`src/rtl/rhd_spi_responder.sv`:
```
// ---------------------------------------------------------------------------
// rhd_spi_responder
//
// RHD2000-style SPI slave: the headstage end of the RHD SPI link, used for
// loopback and bench emulation. Receives 16-bit MOSI command words, keeps a
// 64 x 8 register file and returns a two-frame-latency DDR reply on MISO
// (A bit while SCLK is low, B bit while SCLK is high).
//
// Parameters:
//   SYNC_STAGES      synchroniser depth on SCLK/CS/MOSI (legal 2..4)
//   REG_RESET_VALUE  reset content of every register file entry
//
// Ports:
//   clk, rstn        system clock, asynchronous active-low reset
//   SCLK, CS, MOSI   SPI inputs from the master (SCLK <= clk/8, idles low)
//   MISO             DDR reply bit
//   conv_req         one-cycle pulse when a CONVERT frame completes
//   conv_channel     channel field of the last CONVERT
//   conv_a_data      A-side sample, captured on the conv_req cycle
//   conv_b_data      B-side sample, captured on the conv_req cycle
//   frame_valid      one-cycle pulse per complete 16-bit frame
//   frame_cmd        last complete command word
//   frame_err        one-cycle pulse when CS rises after 1..15 bits
//
// Optional feature macro: RHD_RESP_ROM_EN
//   When defined, addresses 40..44 read "INTAN" and address 63 reads the
//   chip ID 8'h01; writes to those addresses are ignored.
// ---------------------------------------------------------------------------
module rhd_spi_responder #(
   parameter int unsigned SYNC_STAGES     = 2,
   parameter logic [7:0]  REG_RESET_VALUE = 8'h00
) (
   input  logic        clk,
   input  logic        rstn,
   input  logic        SCLK,
   input  logic        CS,
   input  logic        MOSI,
   output logic        MISO,
   output logic        conv_req,
   output logic [5:0]  conv_channel,
   input  logic [15:0] conv_a_data,
   input  logic [15:0] conv_b_data,
   output logic        frame_valid,
   output logic [15:0] frame_cmd,
   output logic        frame_err
);

   typedef enum logic [1:0] {
      ST_IDLE,
      ST_SHIFT,
      ST_DECODE
   } state_t;

   state_t state, state_next;

   logic [SYNC_STAGES-1:0] sclk_sync, cs_sync, mosi_sync;
   logic        sclk_d, cs_d;
   logic        sclk_s, cs_s, mosi_s;
   logic        sclk_rise, sclk_fall, cs_rise, cs_fall;

   logic [4:0]  bit_cnt;
   logic [15:0] shift_in;
   logic [15:0] out_a, out_b;
   logic [15:0] stage0_a, stage0_b, stage1_a, stage1_b;
   logic        cs_pend;
   logic [7:0]  regs [64];

   logic        start_frame, do_rise, do_fall, do_abort, do_decode;
   logic [5:0]  addr;
   logic [7:0]  rd_data;
   logic        rom_hit;
   logic [7:0]  rom_val;
   logic        reg_we;
   logic [15:0] reply_a, reply_b;

   // The CS chain resets low so that a CS already low when reset releases
   // (an aborted frame) produces no falling edge; the responder then waits
   // for the next genuine CS fall.
   always_ff @(posedge clk or negedge rstn) begin
      if (!rstn) begin
         sclk_sync <= '0;
         cs_sync   <= '0;
         mosi_sync <= '0;
         sclk_d    <= 1'b0;
         cs_d      <= 1'b0;
      end else begin
         sclk_sync <= {sclk_sync[SYNC_STAGES-2:0], SCLK};
         cs_sync   <= {cs_sync[SYNC_STAGES-2:0], CS};
         mosi_sync <= {mosi_sync[SYNC_STAGES-2:0], MOSI};
         sclk_d    <= sclk_s;
         cs_d      <= cs_s;
      end
   end

   assign sclk_s    = sclk_sync[SYNC_STAGES-1];
   assign cs_s      = cs_sync[SYNC_STAGES-1];
   assign mosi_s    = mosi_sync[SYNC_STAGES-1];
   assign sclk_rise = sclk_s & ~sclk_d;
   assign sclk_fall = ~sclk_s & sclk_d;
   assign cs_rise   = cs_s & ~cs_d;
   assign cs_fall   = ~cs_s & cs_d;

   // State register
   always_ff @(posedge clk or negedge rstn) begin
      if (!rstn) state <= ST_IDLE;
      else       state <= state_next;
   end

   // Next-state and action strobes. CS rise outranks any SCLK edge seen in
   // the same cycle, and edges after the 16th bit are ignored.
   always_comb begin
      state_next  = state;
      start_frame = 1'b0;
      do_rise     = 1'b0;
      do_fall     = 1'b0;
      do_abort    = 1'b0;
      do_decode   = 1'b0;
      case (state)
         ST_IDLE: begin
            if (cs_fall || cs_pend) begin
               start_frame = 1'b1;
               state_next  = ST_SHIFT;
            end
         end
         ST_SHIFT: begin
            if (cs_rise) begin
               if (bit_cnt == 5'd16) begin
                  state_next = ST_DECODE;
               end else begin
                  do_abort   = 1'b1;
                  state_next = ST_IDLE;
               end
            end else if (sclk_rise && (bit_cnt < 5'd16)) begin
               do_rise = 1'b1;
            end else if (sclk_fall && (bit_cnt < 5'd16)) begin
               do_fall = 1'b1;
            end
         end
         ST_DECODE: begin
            do_decode  = 1'b1;
            state_next = ST_IDLE;
         end
         default: state_next = ST_IDLE;
      endcase
   end

   assign addr = shift_in[13:8];

   // Read-only overlay: a hit replaces both the read data and the data field
   // of a WRITE reply, and blocks the register write.
`ifdef RHD_RESP_ROM_EN
   always_comb begin
      rom_hit = 1'b1;
      rom_val = 8'h00;
      case (addr)
         6'd40:   rom_val = 8'h49;
         6'd41:   rom_val = 8'h4E;
         6'd42:   rom_val = 8'h54;
         6'd43:   rom_val = 8'h41;
         6'd44:   rom_val = 8'h4E;
         6'd63:   rom_val = 8'h01;
         default: rom_hit = 1'b0;
      endcase
   end
`else
   assign rom_hit = 1'b0;
   assign rom_val = 8'h00;
`endif

   assign rd_data = rom_hit ? rom_val : regs[addr];

   // Reply word for the command currently held in shift_in
   always_comb begin
      reg_we  = 1'b0;
      reply_a = 16'h0000;
      reply_b = 16'h0000;
      case (shift_in[15:14])
         2'b10: begin
            reg_we  = ~rom_hit;
            reply_a = {8'hFF, (rom_hit ? rom_val : shift_in[7:0])};
            reply_b = reply_a;
         end
         2'b11: begin
            reply_a = {8'h00, rd_data};
            reply_b = reply_a;
         end
         2'b00: begin
            reply_a = conv_a_data;
            reply_b = conv_b_data;
         end
         default: begin
            if ((shift_in == 16'h5500) || (shift_in == 16'h6A00)) begin
               reply_a = 16'h8000;
               reply_b = 16'h8000;
            end
         end
      endcase
   end

   // Frame datapath: shift in/out, reply pipeline and status pulses.
   // A CS fall that lands during DECODE is remembered in cs_pend.
   always_ff @(posedge clk or negedge rstn) begin
      if (!rstn) begin
         bit_cnt      <= 5'd0;
         shift_in     <= 16'h0000;
         out_a        <= 16'h0000;
         out_b        <= 16'h0000;
         stage0_a     <= 16'h0000;
         stage0_b     <= 16'h0000;
         stage1_a     <= 16'h0000;
         stage1_b     <= 16'h0000;
         MISO         <= 1'b0;
         cs_pend      <= 1'b0;
         frame_valid  <= 1'b0;
         frame_err    <= 1'b0;
         frame_cmd    <= 16'h0000;
         conv_req     <= 1'b0;
         conv_channel <= 6'd0;
      end else begin
         frame_valid <= 1'b0;
         frame_err   <= 1'b0;
         conv_req    <= 1'b0;
         if (cs_fall && (state == ST_DECODE)) cs_pend <= 1'b1;
         else if (start_frame)                cs_pend <= 1'b0;
         if (start_frame) begin
            out_a   <= stage0_a;
            out_b   <= stage0_b;
            MISO    <= stage0_a[15];
            bit_cnt <= 5'd0;
         end
         if (do_rise) begin
            shift_in <= {shift_in[14:0], mosi_s};
            MISO     <= out_b[4'd15 - bit_cnt[3:0]];
            bit_cnt  <= bit_cnt + 5'd1;
         end
         if (do_fall) MISO <= out_a[4'd15 - bit_cnt[3:0]];
         if (do_abort) begin
            MISO      <= 1'b0;
            frame_err <= (bit_cnt != 5'd0);
         end
         if (do_decode) begin
            MISO        <= 1'b0;
            frame_valid <= 1'b1;
            frame_cmd   <= shift_in;
            stage0_a    <= stage1_a;
            stage0_b    <= stage1_b;
            stage1_a    <= reply_a;
            stage1_b    <= reply_b;
            if (shift_in[15:14] == 2'b00) begin
               conv_req     <= 1'b1;
               conv_channel <= shift_in[13:8];
            end
         end
      end
   end

   // Register file
   always_ff @(posedge clk or negedge rstn) begin
      if (!rstn) begin
         for (int i = 0; i < 64; i++) regs[i] <= REG_RESET_VALUE;
      end else if (do_decode && reg_we) begin
         regs[addr] <= shift_in[7:0];
      end
   end

endmodule

```
`config.mk`:
```
export PLATFORM = sky130hd
export DESIGN_NAME = rhd_spi_responder
export DESIGN_NICKNAME = d
export VERILOG_FILES = /design/src/rtl/rhd_spi_responder.sv
export SDC_FILE = /design/constraint.sdc
export NUM_CORES = 1
export LEC_CHECK = 0
export ABC_CLOCK_PERIOD_IN_PS = 2800
export BUFFER_PORTS_ARGS = -buffer_cell sky130_fd_sc_hd__clkbuf_2
export CAP_MARGIN = 0
export CORE_AREA = 2 2 237 239
export DETAILED_ROUTE_END_ITERATION = 8
export DIE_AREA = 0 0 239 241
export PLACE_DENSITY = 0.75
export SLEW_MARGIN = 40
export SYNTH_ARGS = -nofsm -noshare
export SYNTH_HDL_FRONTEND = slang
export SYNTH_SLANG_ARGS = --single-unit
```
`constraint.sdc`:
```
create_clock -name clk -period 2.8 [get_ports clk]
set_input_delay 0.14 -clock clk [delete_from_list [all_inputs] [get_ports clk]]
set_output_delay 0.14 -clock clk [all_outputs]
set_load 0.005 [all_outputs]
```
## Yosys cells after proc, flatten, opt, wreduce, memory -nomap -nowiden

Cells that the tools add are included.

| operators by class | value |
|---|---|
| add/subtract/negate cells | 2 |
| $lt $le $gt $ge | 4 |
| eq/ne operators | 9 |
| mux-type cells | 44 |
| bitwise logic cells | 9 |
| reductions and logical operators | 15 |

Operators with widths:

| kind | count |
|---|---|
| $bwmux 512 | 1 |
| $pmux 16 s3 | 2 |
| $bmux 8 s6 | 1 |
| $demux 8 s6 | 1 |
| $eq 16x15->1 const B | 2 |
| $mux 1 | 27 |
| $mux 8 | 3 |
| $mux 16 | 1 |
| $mux 5 | 2 |
| $reduce_bool 5->1 | 2 |
| $bmux 1 s4 | 2 |
| $ge 7x7->1 const B | 1 |
| $lt 7x1->1 const B | 1 |
| $not 6->7 | 1 |
| $eq 2x2->1 const B | 3 |
| $mux 2 | 3 |
| $add 5x1->5 const B | 1 |
| $eq 5x5->1 const B | 1 |
| $logic_and 1x1->1 | 5 |
| $lt 4x5->1 const B | 1 |
| $lt 5x5->1 const B | 1 |
| $and 1x1->1 | 4 |
| $logic_not 2->1 | 2 |
| $ne 2x2->1 const B | 2 |
| 7 further kinds | 13 |

| word-level totals | value |
|---|---|
| flip-flop bits (word level) | 666 |
| bits of input ports | 37 |

## Logic depth before layout (Yosys ltp)

Gate-level depths: netlist (run 1).

| logic depth | value |
|---|---|
| depth after elaboration | 10 |
| mapped depth | 11 |

## Worst setup path after synthesis (run 1)

OpenSTA, ideal clock, no wires.

| timing path | value |
|---|---|
| path type | reg2reg |
| from | register shift_in[8] |
| to | register stage1_a[5] |
| setup time | 138 ps |
| arrival | 2141 ps |
| required time | 2662 ps |
| path slack | 521 ps |
| cell stages (with the launch flop) | 10 |
| buffers on the path | 4 |
| period minus slack after synthesis | 2279 ps |
| cell sequence | dfrtp_1 > buf_6 > buf_8 > buf_8 > buf_2 > mux4_2 > a32oi_1 > o211ai_1 > o21ai_0 > o211ai_1 |

| on the way | value |
|---|---|
| longest elaborated chain between the ends | 5 |

RTL lines:

| element | RTL line | text |
|---|---|---|
| start: declaration | 62 | `logic [15:0] shift_in;` |
| start signal: assignment | 232 | `shift_in <= {shift_in[14:0], mosi_s};` |
| $not 6->7 (implied by the code) | 170 | `assign rd_data = rom_hit ? rom_val : regs[addr];` |
| $bmux 8 s6 | 170 |  |
| $mux 8 (implied by the code) (2 in series) | 170 |  |
| $pmux 16 s3 | 177 | `case (shift_in[15:14])` |
| end signal: assignment | 247 | `stage1_a <= reply_a;` |
| end: declaration | 64 | `logic [15:0] stage0_a, stage0_b, stage1_a, stage1_b;` |

No other way between the ends. The select of a mux whose other input is x is not followed.
A chain may end at the register's enable or synchronous reset.

## Final worst setup path (run 1)

| timing path | value |
|---|---|
| from | register shift_in[10] |
| to | register regs[412] (netlist bit) |

| on the way | value |
|---|---|
| longest elaborated chain between the ends | 6 |
| elaborated cells on any way between the ends | 7 |
| those cells by class | order compare (2); mux (3); bitwise (1); reduce/logical (1) |

RTL lines:

| element | RTL line | text |
|---|---|---|
| $not 6->7 (implied by the code) (*) | 262 | `regs[addr] <= shift_in[7:0];` |
| $ge 7x7->1 (implied by the code) / $lt 7x1->1 (equally long branches) | 262 |  |
| $logic_and 1x1->1 (implied by the code) | 262 |  |
| $mux 8 (implied by the code) | 262 |  |
| $demux 8 s6 (*) | 262 |  |
| $bwmux 512 (*) | 262 |  |
| end signal: indexed assignment | 262 |  |
| end: declaration | 66 | `logic [7:0] regs [64];` |

Every way passes the cells marked *; elsewhere a longest branch is shown, timed or not.

==> impl_metrics.tcl, run 1 <==
set metrics [dict create \
    ir_drop_v 0.0004426 \
    grt_usage_pct 27.82 \
    synth_top_cell_by_area "dfrtp_1" \
    slowest_stage "dfrtp_4" \
    criticalPathCategory "reg -> reg" \
    pre_cts_ws_ns -0.1209 \
    synthSimpleGateAreaFrac_pct 7.588 \
    synth_xor_area_share_pct 0.05857 \
    grt_max_degree 103 \
    synth_top_family_by_area "multiplexers" \
    cp-startpoint "shift_in[10]$_DFFE_PN0P_" \
    timing.rr.end "regs[412]$_DFFE_PN0P_" \
    grt_pass1_vias 20190 \
    p_leak_nw 16.51 \
    min_from "conv_b_data[1]" \
    synth_ff_type "dfrtp_1" \
    route.antenna.remaining_nets 0 \
    slew_headroom_pct 43.87 \
    power_density_mw_per_mm2 656.7 \
    synth_compound_area_share_pct 3.614 \
    cts.path.max_buffers 3 \
    period_share_pct 98.55 \
    finish.utilization_pct 62.41 \
    critPathRequiredTime_ns 3.28 \
    worst_slew_pin_slew_ns 0.8420 \
    final-max-slew-violation-count 0 \
    final.fill_count 3977 \
    grt.overflow.total 0 \
    synthArstFlopShare_pct 100.0 \
    final-setup-viol-count 0 \
    path_clk_slew_ns 0.07 \
    drcViolationCount 0 \
    yosysWarnings 0 \
    synth_area_leaders "dfrtp_1 56%, mux2_2 20%, mux4_2 8.1%, nand2_1 3.7%, mux2i_1 2.1%" \
    placed_cell_area_sq_mm 0.03159 \
    core_sq_mm 0.05488 \
    first_pass_iters 5 \
    drive_gt1_share_pct 43.56 \
    synth_top_area_share_pct 55.72 \
    synth_fa_ha_area_share_pct 0.08366 \
    syn_inst 2173 \
    finalPower_mw 22.49 \
    ios 63 \
    routabilityCongestion 0.9620 \
    cap_violations 0 \
    root_buffer "clkbuf_16" \
    cp_num_buf_inv 2 \
    finalHoldViolCount 0 \
    die_area_sq_mm 0.05760 \
    fin_skew_ns 0.02628 \
    reg2reg_slack_ns 0.04 \
    hold_ws_ns 0.05987 \
    fin_ws_ns 0.04061 \
    layout_min_cycle_time_ns 2.759 \
    place_hpwl_um 51700 \
    r2r_cells 6 \
    drt_first_iter_violations 1762 \
    synth.area.mux_share_pct 30.50 \
    viasPerCell 6.268 \
    crit_arrival_ns 3.24 \
    grt_pass1_wl_um 121100 \
    vias 19170 \
    syn_nets 2212 \
    htree_num_levels 3 \
    critical_path.top_delay_family "simple AND/OR/NAND/NOR gates" \
    rsz0062_at_grt "no" \
    clkSinkCount 666 \
    crit_end "regs[412]$_DFFE_PN0P_" \
    fin_setup_tns_ns 0 \
    hp-class "in -> reg" \
    wl_per_cell_um 25.43 \
    avgSynthCellArea_sq_um 13.76 \
    die_w_um 239 \
    synth-seq-cells 666 \
    initial_core_util_pct 54.50 \
    cp.depth 6 \
    antenna_found_initial 0 \
    reg2reg_from "shift_in[10]$_DFFE_PN0P_" \
    die_h_um 241 \
    cts_tree "built" \
    status "complete, no violations" \
    slowest_delay_ns 0.73 \
    synthesis.area_sq_mm 0.02991 \
    start_kind "flip-flop" \
    fin_area_sq_mm 0.03425 \
    timing.fmax_mhz 362.4 \
    instances_no_fill 3058 \
    worstPathMaxFanout 26 \
    io_buffers 62 \
    final_nets 2344 \
    core.rowCount 86 \
    yosysUniqueCellTypes 64 \
    wl_um 77760 \
    insertion_delay_ns 0.61 \
    synthTopCellsByCount "666 x dfrtp_1, 534 x mux2_2, 291 x nand2_1" \
    yosysMostFrequentCell "dfrtp_1" \
    area_growth_pct 14.50 \
    critPathCaptureType "flip-flop" \
    synth_edf_count 0 \
    dp_cells 2906 \
    cts-buffers-inserted 69 \
    seq_area_frac_synth_pct 55.72 \
    path_cells "buf_12 > nor2b_1 > nand2_1 > buf_4 > nor2_2 > mux2_2" \
]
## report_power, final
part / internal (mW) / switching (mW) / total [mW] / leakage (nW)
clock: 5.57 / 3.76 / 9.33 / 1.13
sequential: 9.73 / 0.788 / 10.5 / 9.12
combinational: 0.972 / 1.66 / 2.64 / 6.25
## cells in the final DEF (no fill, tap or decap), types with 27 or more instances in the layout
cell type      synthesis  routed
dfrtp_1              666     656
nand2_1              291     291
dlygate4sd3_1          0      29
buf_4                  6     104
mux2_2               534     534
clkbuf_16              0      72
mux4_2               108     108
clkbuf_2               0      61
nand2_2               32      32
a22oi_1               27      27
nor2_2                28      28
mux2i_1               63      63
nor2_1                36      36
## tightest hold or removal path, cell delays in order
cell	delay [ns]
clkbuf_2	0.11
mux2i_1	0.15
o211ai_1	0.20
## cell type report
| cell class | count | area, sq um | share of cell area [%] |
|---|---|---|---|
| antenna | 1 | 2.502 | 0.007307 |
| clock inverter | 17 | 219.0 | 0.6393 |
| inverter | 13 | 48.80 | 0.1425 |
| timing repair buffer | 214 | 1775 | 5.184 |
| multi-input combinational | 1341 | 12560 | 36.67 |
| tap | 704 | 880.8 | 2.572 |
| clock buffer | 102 | 2073 | 6.054 |
| sequential | 666 | 16690 | 48.73 |
## worst min path at each step
| stage | endpoint | depth (start not counted) |
|---|---|---|
| 3_3_place_gp | regs[109]$_DFFE_PN0P_ | 1 |
| 4_1_cts | stage1_b[1]$_DFFE_PN0P_ | 3 |
| 3_5_place_dp | regs[107]$_DFFE_PN0P_ | 1 |
| 6_report | stage1_b[1]$_DFFE_PN0P_ | 3 |
| 5_1_grt | stage1_b[1]$_DFFE_PN0P_ | 3 |
| 2_1_floorplan | MISO$_DFFE_PN0P_ | 0 |
## logic make-up after synthesis
kind of cell               count (synthesis)
buffers and inverters                    166
adders and majority gates                  2
xor gates and xnor gates                   2
muxes                                    709
AOI/OAI and AO/OA                        150
and+or+nand+nor                          478
DFF                                      666
## layer usage
metal	part of all wire (%)	global-route usage, %
met1	41	37.44
met2	48	44.85
met3	7.7	6.371
met4	3.3	9.716
met5	0	0
## repair_timing
item	4_1_cts	5_1_grt
setup buffers	0	2
endpoints found under the setup margin	4	10
hold buffers	29	0
hold endpoints to repair	121	0
pin swaps	0	2
gates resized for setup	2	5
cloned	0	1
## flip-flops by register name, summed over array words and instances, names as in the netlist
signal        flops
MISO              1
bit_cnt           5
state             2
shift_in         16
conv_channel      6
mosi_sync         2
stage0_b         16
frame_err         1
out_a            16
cs_sync           2
stage0_a         16
stage1_a         16
stage1_b         16
cs_pend           1
regs            512
conv_req          1
frame_valid       1
out_b            16
cs_d              1
frame_cmd        16
sclk_sync         2
sclk_d            1
Power figures use the tool's default switching activity.
==> run 2, diff against run 1 <==
--- a/config.mk
+++ b/config.mk
@@ -11,6 +11,7 @@
 export CORE_AREA = 2 2 237 239
 export DETAILED_ROUTE_END_ITERATION = 8
 export DIE_AREA = 0 0 239 241
+export GPL_TIMING_DRIVEN = 0
 export PLACE_DENSITY = 0.75
 export SLEW_MARGIN = 40
 export SYNTH_ARGS = -nofsm -noshare
==> run 2 against run 1 <==
Compared with the run above: the run now ends with negative setup slack left; sequential power fell by 5%; count of clock-buffer cells in the layout rose by 3; design area rose by 3.3%; die area did not move; clock power rose by 3.6%; sequential cell count did not move; non-clock buffer count rose by 71.
==> impl_metrics.tcl, run 2 (synthesis gave the netlist of run 1 again) <==
set metrics [dict create \
    largest_reg_flops 512 \
    power_density_mw_per_mm2 680.3 \
    core.rowCount 86 \
    cts-buffers-inserted 72 \
    grt_pass1_wl_um 142600 \
    crit_end "regs[255]$_DFFE_PN0P_" \
    drcViolationCount 0 \
    most-common-layout-cells "666 x dfrtp_1, 534 x mux2_2, 288 x nand2_1" \
    fin_area_sq_mm 0.03538 \
    crit_top_cell "buf_4" \
    criticalPathCategory "reg -> reg" \
    die_area_sq_mm 0.05760 \
    dp_cells 2951 \
    root_buffer "clkbuf_16" \
    crit_arrival_ns 3.34 \
    p_leak_nw 16.81 \
    instances_no_fill 3143 \
    path_cells "buf_4 > buf_4 > buf_6 > nor2_1 > nand2_2 > nor2_4 > mux2_2" \
    path_clk_slew_ns 0.06 \
    cap_violations 0 \
    r2r_cells 7 \
    io_buffers 62 \
    initial_core_util_pct 54.50 \
    slowest_stage "nand2_2" \
    drt_first_iter_violations 1948 \
    fin_skew_ns 0.01896 \
    antenna_found_initial 2 \
    drive_gt1_share_pct 43.27 \
    cts_tree "built" \
    placed_cell_area_sq_mm 0.03145 \
    reg2reg_slack_ns -0.04 \
    timing.rr.end "regs[255]$_DFFE_PN0P_" \
    first_pass_iters 5 \
    wl_um 97300 \
    worstPathMaxFanout 10 \
    vias 20330 \
    worst_slew_pin_slew_ns 0.9796 \
    core_sq_mm 0.05488 \
    ios 63 \
    area_growth_pct 18.30 \
    insertion_delay_ns 0.63 \
    wl_per_cell_um 30.96 \
    critPathCaptureType "flip-flop" \
    grt_usage_pct 34.63 \
    period_share_pct 101.5 \
    grt.overflow.total 0 \
    place_hpwl_um 68620 \
    cp-startpoint "shift_in[10]$_DFFE_PN0P_" \
    rsz0062_at_grt "yes" \
    finalHoldViolCount 0 \
    critical_path.top_delay_family "simple AND/OR/NAND/NOR gates" \
    fin_ws_ns -0.04170 \
    die_h_um 241 \
    slowest_delay_ns 0.48 \
    cts.path.max_buffers 3 \
    clkSinkCount 666 \
    cp.depth 7 \
    start_kind "flip-flop" \
    cp_num_buf_inv 3 \
    viasPerCell 6.468 \
    hp-class "in -> async" \
    grt_max_degree 71 \
    final_nets 2418 \
    pre_cts_ws_ns -1.012 \
    ir_drop_v 0.0005232 \
    final-max-slew-violation-count 0 \
    final-setup-viol-count 37 \
    final_common_cell "dfrtp_1" \
    use_met3_pct 8.658 \
    grt_use_met2_pct 55.25 \
    die_w_um 239 \
    route.antenna.remaining_nets 0 \
    timing.fmax_mhz 351.9 \
    status "complete, but fails checks" \
    layout_min_cycle_time_ns 2.842 \
    largest-register "regs" \
    use_met1_pct 43.92 \
    reg2reg_from "shift_in[10]$_DFFE_PN0P_" \
    busiest_layer "met2" \
    slew_headroom_pct 34.69 \
    routabilityCongestion 1.055 \
    grt_pass1_vias 21310 \
    violations "negative setup slack" \
    htree_num_levels 3 \
    critPathRequiredTime_ns 3.30 \
]
[run 2: how the worst min path moves through the flow]
stage | startpoint | end | slack (ns) | depth (start not counted)
6_report | rstn | regs[41]$_DFFE_PN0P_ | 0.009 | 2
5_1_grt | rstn | regs[41]$_DFFE_PN0P_ | 0.03 | 2
4_1_cts | rstn | regs[41]$_DFFE_PN0P_ | 0.0007 | 2
3_5_place_dp | rstn | regs[41]$_DFFE_PN0P_ | 0.08 | 1
3_3_place_gp | MOSI | mosi_sync[0]$_DFF_PN0_ | 0.25 | 1
2_1_floorplan | rstn | MISO$_DFFE_PN0P_ | -0.16 | 0
[run 2: cell type report]
cell class,instances,area [sq um]
fill,3968,19490
sequential,666,16670
multi-input combinational,1341,13130
clock buffer,105,2056
timing repair buffer,135,1318
buffer,150,939.7
tap,704,880.8
clock inverter,26,339.1
inverter,13,48.80
antenna,3,7.507
[run 2: where the power goes]
part           switching [mW]  internal [mW]  total, mW
combinational            3.26           1.21       4.47
clock                    3.97           5.70       9.67
sequential              0.211           9.73       9.94
total                    7.44           16.6       24.1
[run 2: through the flow]
stage                     power (mW)  hold slack, ns  TNS [ns]  utilization, %
after CTS                      23.88       0.0006868    -4.927           63.51
after detailed placement       14.08         0.07596   -153.20           57.32
after global routing           24.73         0.03150    -6.265           64.46
final                          24.07        0.009268   -0.5796           64.48
after global placement         13.98          0.2509  -8887.57           56.67
after floorplan                11.93         -0.1556         0               -
[run 2: repair_timing]
item | CTS | global route
pin swaps | 14 | 17
endpoints found under the setup margin | 524 | 459
gates cloned | 0 | 1
gates resized for setup | 133 | 61
hold endpoints to repair | 230 | 0
hold buffers | 36 | 0
buffers inserted | 8 | 16
[run 2: layer usage]
layer,part of all wire (%),vias to the layer above
met5,0.074,-
met4,6.3,2
met3,7.7,286
met2,46,954
met1,40,10790
li1,-,8295
[run 2: worst reg2reg max path: stages (launching register included)]
cell and delay [ns]:
dfrtp_1 0.37, buf_4 0.18, buf_4 0.21, buf_6 0.20
nor2_1 0.42, nand2_2 0.48, nor2_4 0.46, mux2_2 0.40
